===== config.mk =====
export PLATFORM = sky130hd
export DESIGN_NAME = alu_seq_flat
export DESIGN_NICKNAME = d
export VERILOG_FILES = /design/src/rtl/alu_seq_if.sv /design/src/rtl/alu_seq.sv /design/src/flat_wrapper.sv
export SDC_FILE = /design/constraint.sdc
export NUM_CORES = 1
export LEC_CHECK = 0
export ABC_AREA = 1
export CAP_MARGIN = 20
export CORE_MARGIN = 2
export CORE_UTILIZATION = 60
export CTS_BUF_LIST = sky130_fd_sc_hd__clkbuf_8 sky130_fd_sc_hd__clkbuf_16
export DETAILED_ROUTE_END_ITERATION = 12
export GPL_TIMING_DRIVEN = 0
export PLACE_DENSITY = 0.94
export REMOVE_ABC_BUFFERS = 1
export SLEW_MARGIN = 20
export SYNTH_ARGS = -nofsm -noshare
export SYNTH_HDL_FRONTEND = slang
export SYNTH_SLANG_ARGS = --single-unit

===== constraint.sdc =====
create_clock -name clk -period 4.03 [get_ports clk]
set_input_delay 1.0075 -clock clk [delete_from_list [all_inputs] [get_ports clk]]
set_output_delay 1.0075 -clock clk [all_outputs]
set_load 0.03 [all_outputs]

===== src/rtl/alu_seq_if.sv =====
// alu_seq_if -- operand/result handshake bundle for alu_seq.
//   master : producer/consumer side (drives operands, opcode, out_ready)
//   slave  : ALU side (drives in_ready, result, remainder and flags)
// Signals:
//   in_valid/in_ready   operand handshake
//   A, B, opcode        operands and operation select
//   out_valid/out_ready result handshake
//   result, remainder   operation result, DIV remainder
//   *_flag              carry, zero, negative, overflow
interface alu_seq_if #(
  parameter int WIDTH = 8
);
  logic             in_valid;
  logic             in_ready;
  logic [WIDTH-1:0] A;
  logic [WIDTH-1:0] B;
  logic [3:0]       opcode;
  logic             out_valid;
  logic             out_ready;
  logic [WIDTH-1:0] result;
  logic [WIDTH-1:0] remainder;
  logic             carry_flag;
  logic             zero_flag;
  logic             negative_flag;
  logic             overflow_flag;

  modport master (
    output in_valid, A, B, opcode, out_ready,
    input  in_ready, out_valid, result, remainder,
           carry_flag, zero_flag, negative_flag, overflow_flag
  );

  modport slave (
    input  in_valid, A, B, opcode, out_ready,
    output in_ready, out_valid, result, remainder,
           carry_flag, zero_flag, negative_flag, overflow_flag
  );
endinterface


===== src/rtl/alu_seq.sv =====
// alu_seq -- clocked WIDTH-bit ALU with valid/ready handshake.
// Single-cycle ops (add/sub/logic/shift) complete on the accept edge.
// MUL (shift-add) and DIV (restoring) iterate once per clock for WIDTH
// clocks; DIV by zero short-circuits to a single-cycle result.
// Ports:
//   clk  rising-edge clock
//   rst  asynchronous active-high reset
//   bus  alu_seq_if.slave: operand handshake, result handshake, flags
module alu_seq #(
  parameter int WIDTH = 8
) (
  input  logic       clk,
  input  logic       rst,
  alu_seq_if.slave   bus
);

  localparam int CW = $clog2(WIDTH + 1);

  localparam logic [3:0] OP_ADD  = 4'b0000;
  localparam logic [3:0] OP_SUB  = 4'b0001;
  localparam logic [3:0] OP_AND  = 4'b0010;
  localparam logic [3:0] OP_OR   = 4'b0011;
  localparam logic [3:0] OP_NOT  = 4'b0100;
  localparam logic [3:0] OP_MUL  = 4'b0101;
  localparam logic [3:0] OP_DIV  = 4'b0110;
  localparam logic [3:0] OP_XOR  = 4'b0111;
  localparam logic [3:0] OP_LSL  = 4'b1000;
  localparam logic [3:0] OP_LSR  = 4'b1001;
  localparam logic [3:0] OP_ASR  = 4'b1010;
  localparam logic [3:0] OP_ROL  = 4'b1011;
  localparam logic [3:0] OP_ROR  = 4'b1100;
  localparam logic [3:0] OP_ASL  = 4'b1101;
  localparam logic [3:0] OP_PASS = 4'b1111;

  typedef enum logic [1:0] {IDLE, BUSY, DONE} state_t;

  state_t           state_q, state_d;
  logic             div_q, div_d;      // iterating op is DIV (else MUL)
  logic [WIDTH-1:0] opnd_q, opnd_d;    // multiplicand / divisor
  logic [WIDTH-1:0] hi_q, hi_d;        // product high half / partial remainder
  logic [WIDTH-1:0] lo_q, lo_d;        // multiplier bits / quotient bits
  logic [CW-1:0]    cnt_q, cnt_d;
  logic [WIDTH-1:0] result_q, result_d;
  logic [WIDTH-1:0] rem_q, rem_d;
  logic             carry_q, carry_d;
  logic             zero_q, zero_d;
  logic             neg_q, neg_d;
  logic             ovf_q, ovf_d;

  logic in_ready_w;
  logic accept;

  // Ready in IDLE, or in DONE when the current result is being consumed
  // on this edge (back-to-back). Forced low while reset is asserted.
  assign in_ready_w = !rst && ((state_q == IDLE) ||
                               ((state_q == DONE) && bus.out_ready));
  assign accept     = bus.in_valid && in_ready_w;

  // ---------------------------------------------------------------
  // Single-cycle result, computed directly from the bus operands.
  // ---------------------------------------------------------------
  logic [WIDTH-1:0] sc_result, sc_rem;
  logic             sc_carry, sc_ovf;
  logic [WIDTH:0]   add_w, sub_w;

  always_comb begin
    sc_result = '0;
    sc_rem    = '0;
    sc_carry  = 1'b0;
    sc_ovf    = 1'b0;
    add_w     = {1'b0, bus.A} + {1'b0, bus.B};
    sub_w     = {1'b0, bus.A} - {1'b0, bus.B};
    case (bus.opcode)
      OP_ADD: begin
        sc_result = add_w[WIDTH-1:0];
        sc_carry  = add_w[WIDTH];
        sc_ovf    = (bus.A[WIDTH-1] == bus.B[WIDTH-1]) &&
                    (add_w[WIDTH-1] != bus.A[WIDTH-1]);
      end
      OP_SUB: begin
        sc_result = sub_w[WIDTH-1:0];
        sc_carry  = sub_w[WIDTH];      // borrow out when A < B
        sc_ovf    = (bus.A[WIDTH-1] != bus.B[WIDTH-1]) &&
                    (sub_w[WIDTH-1] != bus.A[WIDTH-1]);
      end
      OP_AND:  sc_result = bus.A & bus.B;
      OP_OR:   sc_result = bus.A | bus.B;
      OP_XOR:  sc_result = bus.A ^ bus.B;
      OP_NOT:  sc_result = ~bus.A;
      OP_PASS: sc_result = bus.A;
      // Only reached with B == 0; a zero multiplier gives a zero product.
      OP_MUL:  sc_result = '0;
      // Only reached with B == 0: divide-by-zero convention.
      OP_DIV: begin
        sc_result = '1;
        sc_rem    = bus.A;
        sc_ovf    = 1'b1;
      end
      OP_LSL: begin
        sc_result = {bus.A[WIDTH-2:0], 1'b0};
        sc_carry  = bus.A[WIDTH-1];
      end
      OP_LSR: begin
        sc_result = {1'b0, bus.A[WIDTH-1:1]};
        sc_carry  = bus.A[0];
      end
      OP_ASR: begin
        sc_result = {bus.A[WIDTH-1], bus.A[WIDTH-1:1]};
        sc_carry  = bus.A[0];
      end
      OP_ROL: begin
        sc_result = {bus.A[WIDTH-2:0], bus.A[WIDTH-1]};
        sc_carry  = bus.A[WIDTH-1];
      end
      OP_ROR: begin
        sc_result = {bus.A[0], bus.A[WIDTH-1:1]};
        sc_carry  = bus.A[0];
      end
      OP_ASL: begin
        sc_result = {bus.A[WIDTH-2:0], 1'b0};
        sc_carry  = bus.A[WIDTH-1];
        sc_ovf    = bus.A[WIDTH-1] ^ bus.A[WIDTH-2];
      end
      default: ;                        // 1110: all zero
    endcase
  end

  // ---------------------------------------------------------------
  // One iteration of the multi-cycle units.
  // MUL: {hi,lo} is shifted right each step; hi accumulates the
  //      multiplicand whenever the multiplier LSB (lo[0]) is set.
  // DIV: {hi,lo} is shifted left; the divisor is subtracted from the
  //      partial remainder when it fits, shifting a 1 into the quotient.
  // ---------------------------------------------------------------
  logic [WIDTH:0]   mul_sum;
  logic [WIDTH-1:0] mul_hi_n, mul_lo_n;
  logic [WIDTH:0]   div_shift;
  logic             div_fits;
  logic [WIDTH-1:0] div_diff;
  logic [WIDTH-1:0] div_hi_n, div_lo_n;

  always_comb begin
    mul_sum   = {1'b0, hi_q} + (lo_q[0] ? {1'b0, opnd_q} : '0);
    mul_hi_n  = mul_sum[WIDTH:1];
    mul_lo_n  = {mul_sum[0], lo_q[WIDTH-1:1]};
    div_shift = {hi_q, lo_q[WIDTH-1]};
    div_fits  = div_shift >= {1'b0, opnd_q};
    // Only used when the divisor fits, so the difference is < divisor.
    div_diff  = div_shift[WIDTH-1:0] - opnd_q;
    div_hi_n  = div_fits ? div_diff : div_shift[WIDTH-1:0];
    div_lo_n  = {lo_q[WIDTH-2:0], div_fits};
  end

  // ---------------------------------------------------------------
  // Next-state / datapath control.
  // ---------------------------------------------------------------
  logic             load_out;
  logic [WIDTH-1:0] out_res, out_rem;
  logic             out_c, out_v;

  always_comb begin
    state_d  = state_q;
    div_d    = div_q;
    opnd_d   = opnd_q;
    hi_d     = hi_q;
    lo_d     = lo_q;
    cnt_d    = cnt_q;
    result_d = result_q;
    rem_d    = rem_q;
    carry_d  = carry_q;
    zero_d   = zero_q;
    neg_d    = neg_q;
    ovf_d    = ovf_q;
    load_out = 1'b0;
    out_res  = '0;
    out_rem  = '0;
    out_c    = 1'b0;
    out_v    = 1'b0;

    case (state_q)
      IDLE, DONE: begin
        if (accept) begin
          if (((bus.opcode == OP_MUL) || (bus.opcode == OP_DIV)) &&
              (bus.B != '0)) begin
            state_d = BUSY;
            div_d   = (bus.opcode == OP_DIV);
            opnd_d  = (bus.opcode == OP_DIV) ? bus.B : bus.A;
            lo_d    = (bus.opcode == OP_DIV) ? bus.A : bus.B;
            hi_d    = '0;
            cnt_d   = CW'(WIDTH);
          end else begin
            state_d  = DONE;
            load_out = 1'b1;
            out_res  = sc_result;
            out_rem  = sc_rem;
            out_c    = sc_carry;
            out_v    = sc_ovf;
          end
        end else if ((state_q == DONE) && bus.out_ready) begin
          state_d = IDLE;
        end
      end
      BUSY: begin
        hi_d  = div_q ? div_hi_n : mul_hi_n;
        lo_d  = div_q ? div_lo_n : mul_lo_n;
        cnt_d = cnt_q - CW'(1);
        if (cnt_q == CW'(1)) begin
          state_d  = DONE;
          load_out = 1'b1;
          if (div_q) begin
            out_res = div_lo_n;
            out_rem = div_hi_n;
          end else begin
            out_res = mul_lo_n;
            out_c   = (mul_hi_n != '0);
            out_v   = (mul_hi_n != '0);
          end
        end
      end
      default: state_d = IDLE;
    endcase

    // Outputs only ever change on the edge that enters DONE.
    if (load_out) begin
      result_d = out_res;
      rem_d    = out_rem;
      carry_d  = out_c;
      ovf_d    = out_v;
      zero_d   = (out_res == '0);
      neg_d    = out_res[WIDTH-1];
    end
  end

  always_ff @(posedge clk or posedge rst) begin
    if (rst) begin
      state_q <= IDLE;
    end else begin
      state_q <= state_d;
    end
  end

  always_ff @(posedge clk or posedge rst) begin
    if (rst) begin
      div_q    <= 1'b0;
      opnd_q   <= '0;
      hi_q     <= '0;
      lo_q     <= '0;
      cnt_q    <= '0;
      result_q <= '0;
      rem_q    <= '0;
      carry_q  <= 1'b0;
      zero_q   <= 1'b0;
      neg_q    <= 1'b0;
      ovf_q    <= 1'b0;
    end else begin
      div_q    <= div_d;
      opnd_q   <= opnd_d;
      hi_q     <= hi_d;
      lo_q     <= lo_d;
      cnt_q    <= cnt_d;
      result_q <= result_d;
      rem_q    <= rem_d;
      carry_q  <= carry_d;
      zero_q   <= zero_d;
      neg_q    <= neg_d;
      ovf_q    <= ovf_d;
    end
  end

  assign bus.in_ready      = in_ready_w;
  assign bus.out_valid     = (state_q == DONE);
  assign bus.result        = result_q;
  assign bus.remainder     = rem_q;
  assign bus.carry_flag    = carry_q;
  assign bus.zero_flag     = zero_q;
  assign bus.negative_flag = neg_q;
  assign bus.overflow_flag = ovf_q;

endmodule


===== src/flat_wrapper.sv =====
// flat-port wrapper written by rule: the top's interface ports become plain ports
module alu_seq_flat 
#(
  parameter int WIDTH = 8
)
  (clk, rst, bus_in_valid, bus_A, bus_B, bus_opcode, bus_out_ready, bus_in_ready, bus_out_valid, bus_result, bus_remainder, bus_carry_flag, bus_zero_flag, bus_negative_flag, bus_overflow_flag);
  alu_seq_if #(.WIDTH(WIDTH)) bus_i ();
  input  logic clk;
  input  logic rst;
  input wire logic [$bits(bus_i.in_valid)-1:0] bus_in_valid;
  input wire logic [$bits(bus_i.A)-1:0] bus_A;
  input wire logic [$bits(bus_i.B)-1:0] bus_B;
  input wire logic [$bits(bus_i.opcode)-1:0] bus_opcode;
  input wire logic [$bits(bus_i.out_ready)-1:0] bus_out_ready;
  output wire logic [$bits(bus_i.in_ready)-1:0] bus_in_ready;
  output wire logic [$bits(bus_i.out_valid)-1:0] bus_out_valid;
  output wire logic [$bits(bus_i.result)-1:0] bus_result;
  output wire logic [$bits(bus_i.remainder)-1:0] bus_remainder;
  output wire logic [$bits(bus_i.carry_flag)-1:0] bus_carry_flag;
  output wire logic [$bits(bus_i.zero_flag)-1:0] bus_zero_flag;
  output wire logic [$bits(bus_i.negative_flag)-1:0] bus_negative_flag;
  output wire logic [$bits(bus_i.overflow_flag)-1:0] bus_overflow_flag;
  assign bus_i.in_valid = bus_in_valid;
  assign bus_i.A = bus_A;
  assign bus_i.B = bus_B;
  assign bus_i.opcode = bus_opcode;
  assign bus_i.out_ready = bus_out_ready;
  assign bus_in_ready = bus_i.in_ready;
  assign bus_out_valid = bus_i.out_valid;
  assign bus_result = bus_i.result;
  assign bus_remainder = bus_i.remainder;
  assign bus_carry_flag = bus_i.carry_flag;
  assign bus_zero_flag = bus_i.zero_flag;
  assign bus_negative_flag = bus_i.negative_flag;
  assign bus_overflow_flag = bus_i.overflow_flag;
  alu_seq #(.WIDTH(WIDTH)) u_core (.clk(clk), .rst(rst), .bus(bus_i));
endmodule

==> summary.md <==
| Metric | Value |
|---|---|
| GRT Max-Usage Layer | met2 |
| Antenna violations before repair | 0 |
| DRT iter0 DRCs | 466 |
| Dpl hpwl | 11.3 mm |
| Area share of xor/xnor cells in the synthesized design | 1.87% |
| Grt met1 use | roughly two fifths |
| GR Util All Layers | a little under a third |
| Area after DPL | approximately 0.0056 sq mm |
| Vias in the first global route | ~5100 |
| Post-Syn Area | 0.00515 sq mm |
| Post-route cell area | 0.00573 sq mm |
| Post-CTS Setup Inserts | 0 |
| Rows | 33 |
| Register share of total power | 28.7% |
| PD cells | 525 mW/mm^2 |
| Max cap viols | 0 |
| Synth Flop Type | dfrtp_1 |
| Count leader, synth | nand2_1 |
| Slew Viols, Final | 0 |
| Top Ports | 46 |
| Pin count of the biggest net entering global routing | 36 |
| Skew-Pair Late Insertion Delay | 0.32 ns |
| Maximum VDD drop | approximately 0.22 mV |
| Post-synth ARST share | 100% |
| Achievable frequency | 283 MHz |
| Area leader, netlist | dfrtp_1 |
| Worst Path Max Fanout | 20 |
| Total CTS buffers | 5 |
| Critical-path cell list | clkdlybuf4s50_1 > inv_2 > nor2_4 > nand2_2 > nand2_2 > nand2_4 > nand2_4 > inv_2 > nor2_2 > inv_1 > nand3_1 > nor2_1 > nand3_1 > nand2_1 |
| Top cell types by occurrence after synthesis | nand2_1, inv_1, nand3_1, nor2_1, o21ai_0 |
| Comb power frac | 60.3% |
| Die Ht | between 90 and 100 um |
| Least-Margin Pin Slew | 1.03 ns |
| Post-route ant nets | 0 |
| Cts hold-fix bufs | 0 |
| Synth warn | 0 |
| Fin crit share | 87.7% |
| Area share of the largest cell type after synthesis | 24.3% |
| Buffers & Inverters on Critical Path | 4 |
| Mux cell area share after synthesis | 0% |
| Post-layout nets | 914 |
| WL/cell | 15.2 um |
| CTS max path bufs | 2 |
| Crit path required time | roughly 4.3 ns |
| Final setup viols | 0 |
| Share of layout cells above drive strength 1 | under 10% |
| Int Pwr | about 1.5 mW |
| Relative slew slack | between 30% and 40% |
| Setup crit end kind | flip-flop |
| # clock sinks | 50 |
| Clock share of power | 11.0% |
| P_leak | 3.03 nW |
| Top post-synthesis cells by area | dfrtp_1, nand2_1, ha_1 |
| Met3 GRT Util | 3.11% |
| Via count | 5501 |
| Complex-gate fraction of the synthesized area | between 10% and 20% |
| Largest family of logic cells by synthesized area | simple AND/OR/NAND/NOR gates |
| CTS Root Cell | clkbuf_8 |
| I/O Buffers | 45 |
| Register area share after synthesis | roughly 24% |
| P_sw | 1.52 mW |
| Switching Fraction | between 50 and 60% |
| Die Wd | 96.7 um |
| Worst path top cell family by delay | simple AND/OR/NAND/NOR gates |
| Worst Setup Path Type | input port to flip-flop |
| Drt via density | 5.79 |
| Die ar. | 0.00935 sq mm |
| Critical Path AT | 3.76 ns |
| Critical Path Source Type | input port |
| Placer Congestion | between 0.9 and 1 |
| Final Hold Fails | 0 |
| Total negative slack | 0 ns |
| Worst Skew | 0.0150 ns |
| GR Util met2 | 53.5% |
| Slowest CP cell | clkdlybuf4s50_1 |
| Final design utilization | 69.4% |
| Core ar. | 0.00826 sq mm |
| Adder-Cell Fraction of Synth Area | 11.8% |
| Drt pass-1 iters | 5 |
| Total power | 3.01 mW |
| Min Clock Period, post-route | roughly 3.5 ns |
| H-tree lvl count | 2 |
| Post-synthesis register bit count | 50 |
| CTS clk-pin slew, worst paths | 0.11 ns |
| # DRC | 0 |
| Number of synthesized flops with an enable pin | 0 |
| Initial Util | 62.4% |
| ANT cells | 0 |
| Status | completed |
| Simple-Gate Fraction of Synth Area | 37.0% |
| First-pass GRT wire length | 23.9 mm |
| CTS tree | done |
| Synth Area per Inst | 6.33 sq um |
| Worst path max stage delay | 0.73 ns |
| Drt total wl | between 10 and 15 mm |
| RSZ-0062 raised after global routing | false |
| Post-cts resize count | 0 |
| Synth cell types | 40 |
| Worst hold path class | flip-flop to flip-flop |
| Cells after Synth | 814 |
| GRT overflow | 0 |
| Layout area overhead | 11.2% |
routing by layer:
metal | part of all wire, % | routed length [um]
met5 | 0 | 0
met4 | 3.7 | 533
met3 | 8.1 | 1180
met2 | 49 | 7040
met1 | 40 | 5730
cell usage in the layout (no fill, tap or decap), drive strengths merged:
| cell type | instances |
|---|---|
| a21oi | 28 |
| a22oi | 1 |
| clkdlybuf4s50 | 45 |
| a31oi | 6 |
| o211ai | 15 |
| nand3 | 82 |
| o31ai | 1 |
| o22ai | 4 |
| xor2 | 8 |
| fa | 4 |
| o2111ai | 1 |
| o21bai | 2 |
| a21boi | 1 |
| a211oi | 2 |
| o21ai | 66 |
| nor2 | 76 |
| or2 | 3 |
| ha | 42 |
| inv | 120 |
| nand3b | 4 |
| dfrtp | 50 |
| clkbuf | 5 |
| o21a | 1 |
| nand2 | 256 |
| buf | 1 |
| clkinv | 1 |
| nor3 | 4 |
| xnor2 | 3 |
| nand4 | 13 |
worst paths after layout:
path	start	end	slack, ns	cells past startpoint
max reg2reg	u_core.state_q[0]$_DFFE_PP0P_	u_core.bus.zero_flag$_DFFE_PP0P_	0.56	10
max in group asynchronous	rst	u_core.bus.remainder[4]$_DFFE_PP0P_	2.51	3
min reg2reg	u_core.bus.result[4]$_DFFE_PP0P_	u_core.bus.result[4]$_DFFE_PP0P_	0.49	2
min	u_core.bus.result[4]$_DFFE_PP0P_	u_core.bus.result[4]$_DFFE_PP0P_	0.49	2
max	bus_opcode[1]	u_core.bus.zero_flag$_DFFE_PP0P_	0.50	14
min in group asynchronous	rst	u_core.bus.result[5]$_DFFE_PP0P_	0.99	2
registers in the layout, indices dropped and copies added, names as in the netlist:
signal	cells
u_core.lo_q	8
u_core.bus.result	7
u_core.bus.negative_flag	1
u_core.bus.carry_flag	1
u_core.opnd_q	8
u_core.hi_q	8
u_core.div_q	1
u_core.state_q	2
u_core.cnt_q	4
u_core.bus.zero_flag	1
u_core.bus.overflow_flag	1
u_core.bus.remainder	8
cells by family after synthesis:
kind of cell | Yosys count
compound gates | 128
flops | 50
buf+inv | 141
fa+ha+maj | 46
simple gates | 438
xor+xnor | 11
metrics by stage:
stage	setup WS [ns]	hold slack (ns)	instances
after floorplan	1.46	0.469	791
after global placement	0.302	0.472	941
after detailed placement	0.235	0.474	942
after CTS	0.581	0.498	950
after global routing	0.333	0.515	950
final	0.496	0.494	950
power by group through the flow:
stage	sequential (mW)	combinational (mW)	clock [mW]
global placement	0.860	1.73	0
CTS	0.858	1.79	0.330
detailed placement	0.866	1.77	0
floorplan	0.915	1.22	0
finish	0.864	1.81	0.330
global route	0.887	2.04	0.347
worst reg2reg max path, stage by stage (launching register included):
cell     delay [ns]
dfrtp_1        0.41
inv_1          0.05
nor2_1         0.77
inv_2          0.38
nor2_1         0.83
nor2_2         0.41
inv_1          0.17
nand3_1        0.11
nor2_1         0.14
nand3_1        0.08
nand2_1        0.06
final cells by class:
type	instances	area (sq um)
clock buffers	5	68.8
multi-input cells	623	3340
repair buffers	46	470
flip-flops and latches	50	1250
inverters	118	443
well taps	105	131
fillers	726	2520
clock inverters	3	28.8
No activity file was read; power rests on OpenSTA's default activity.
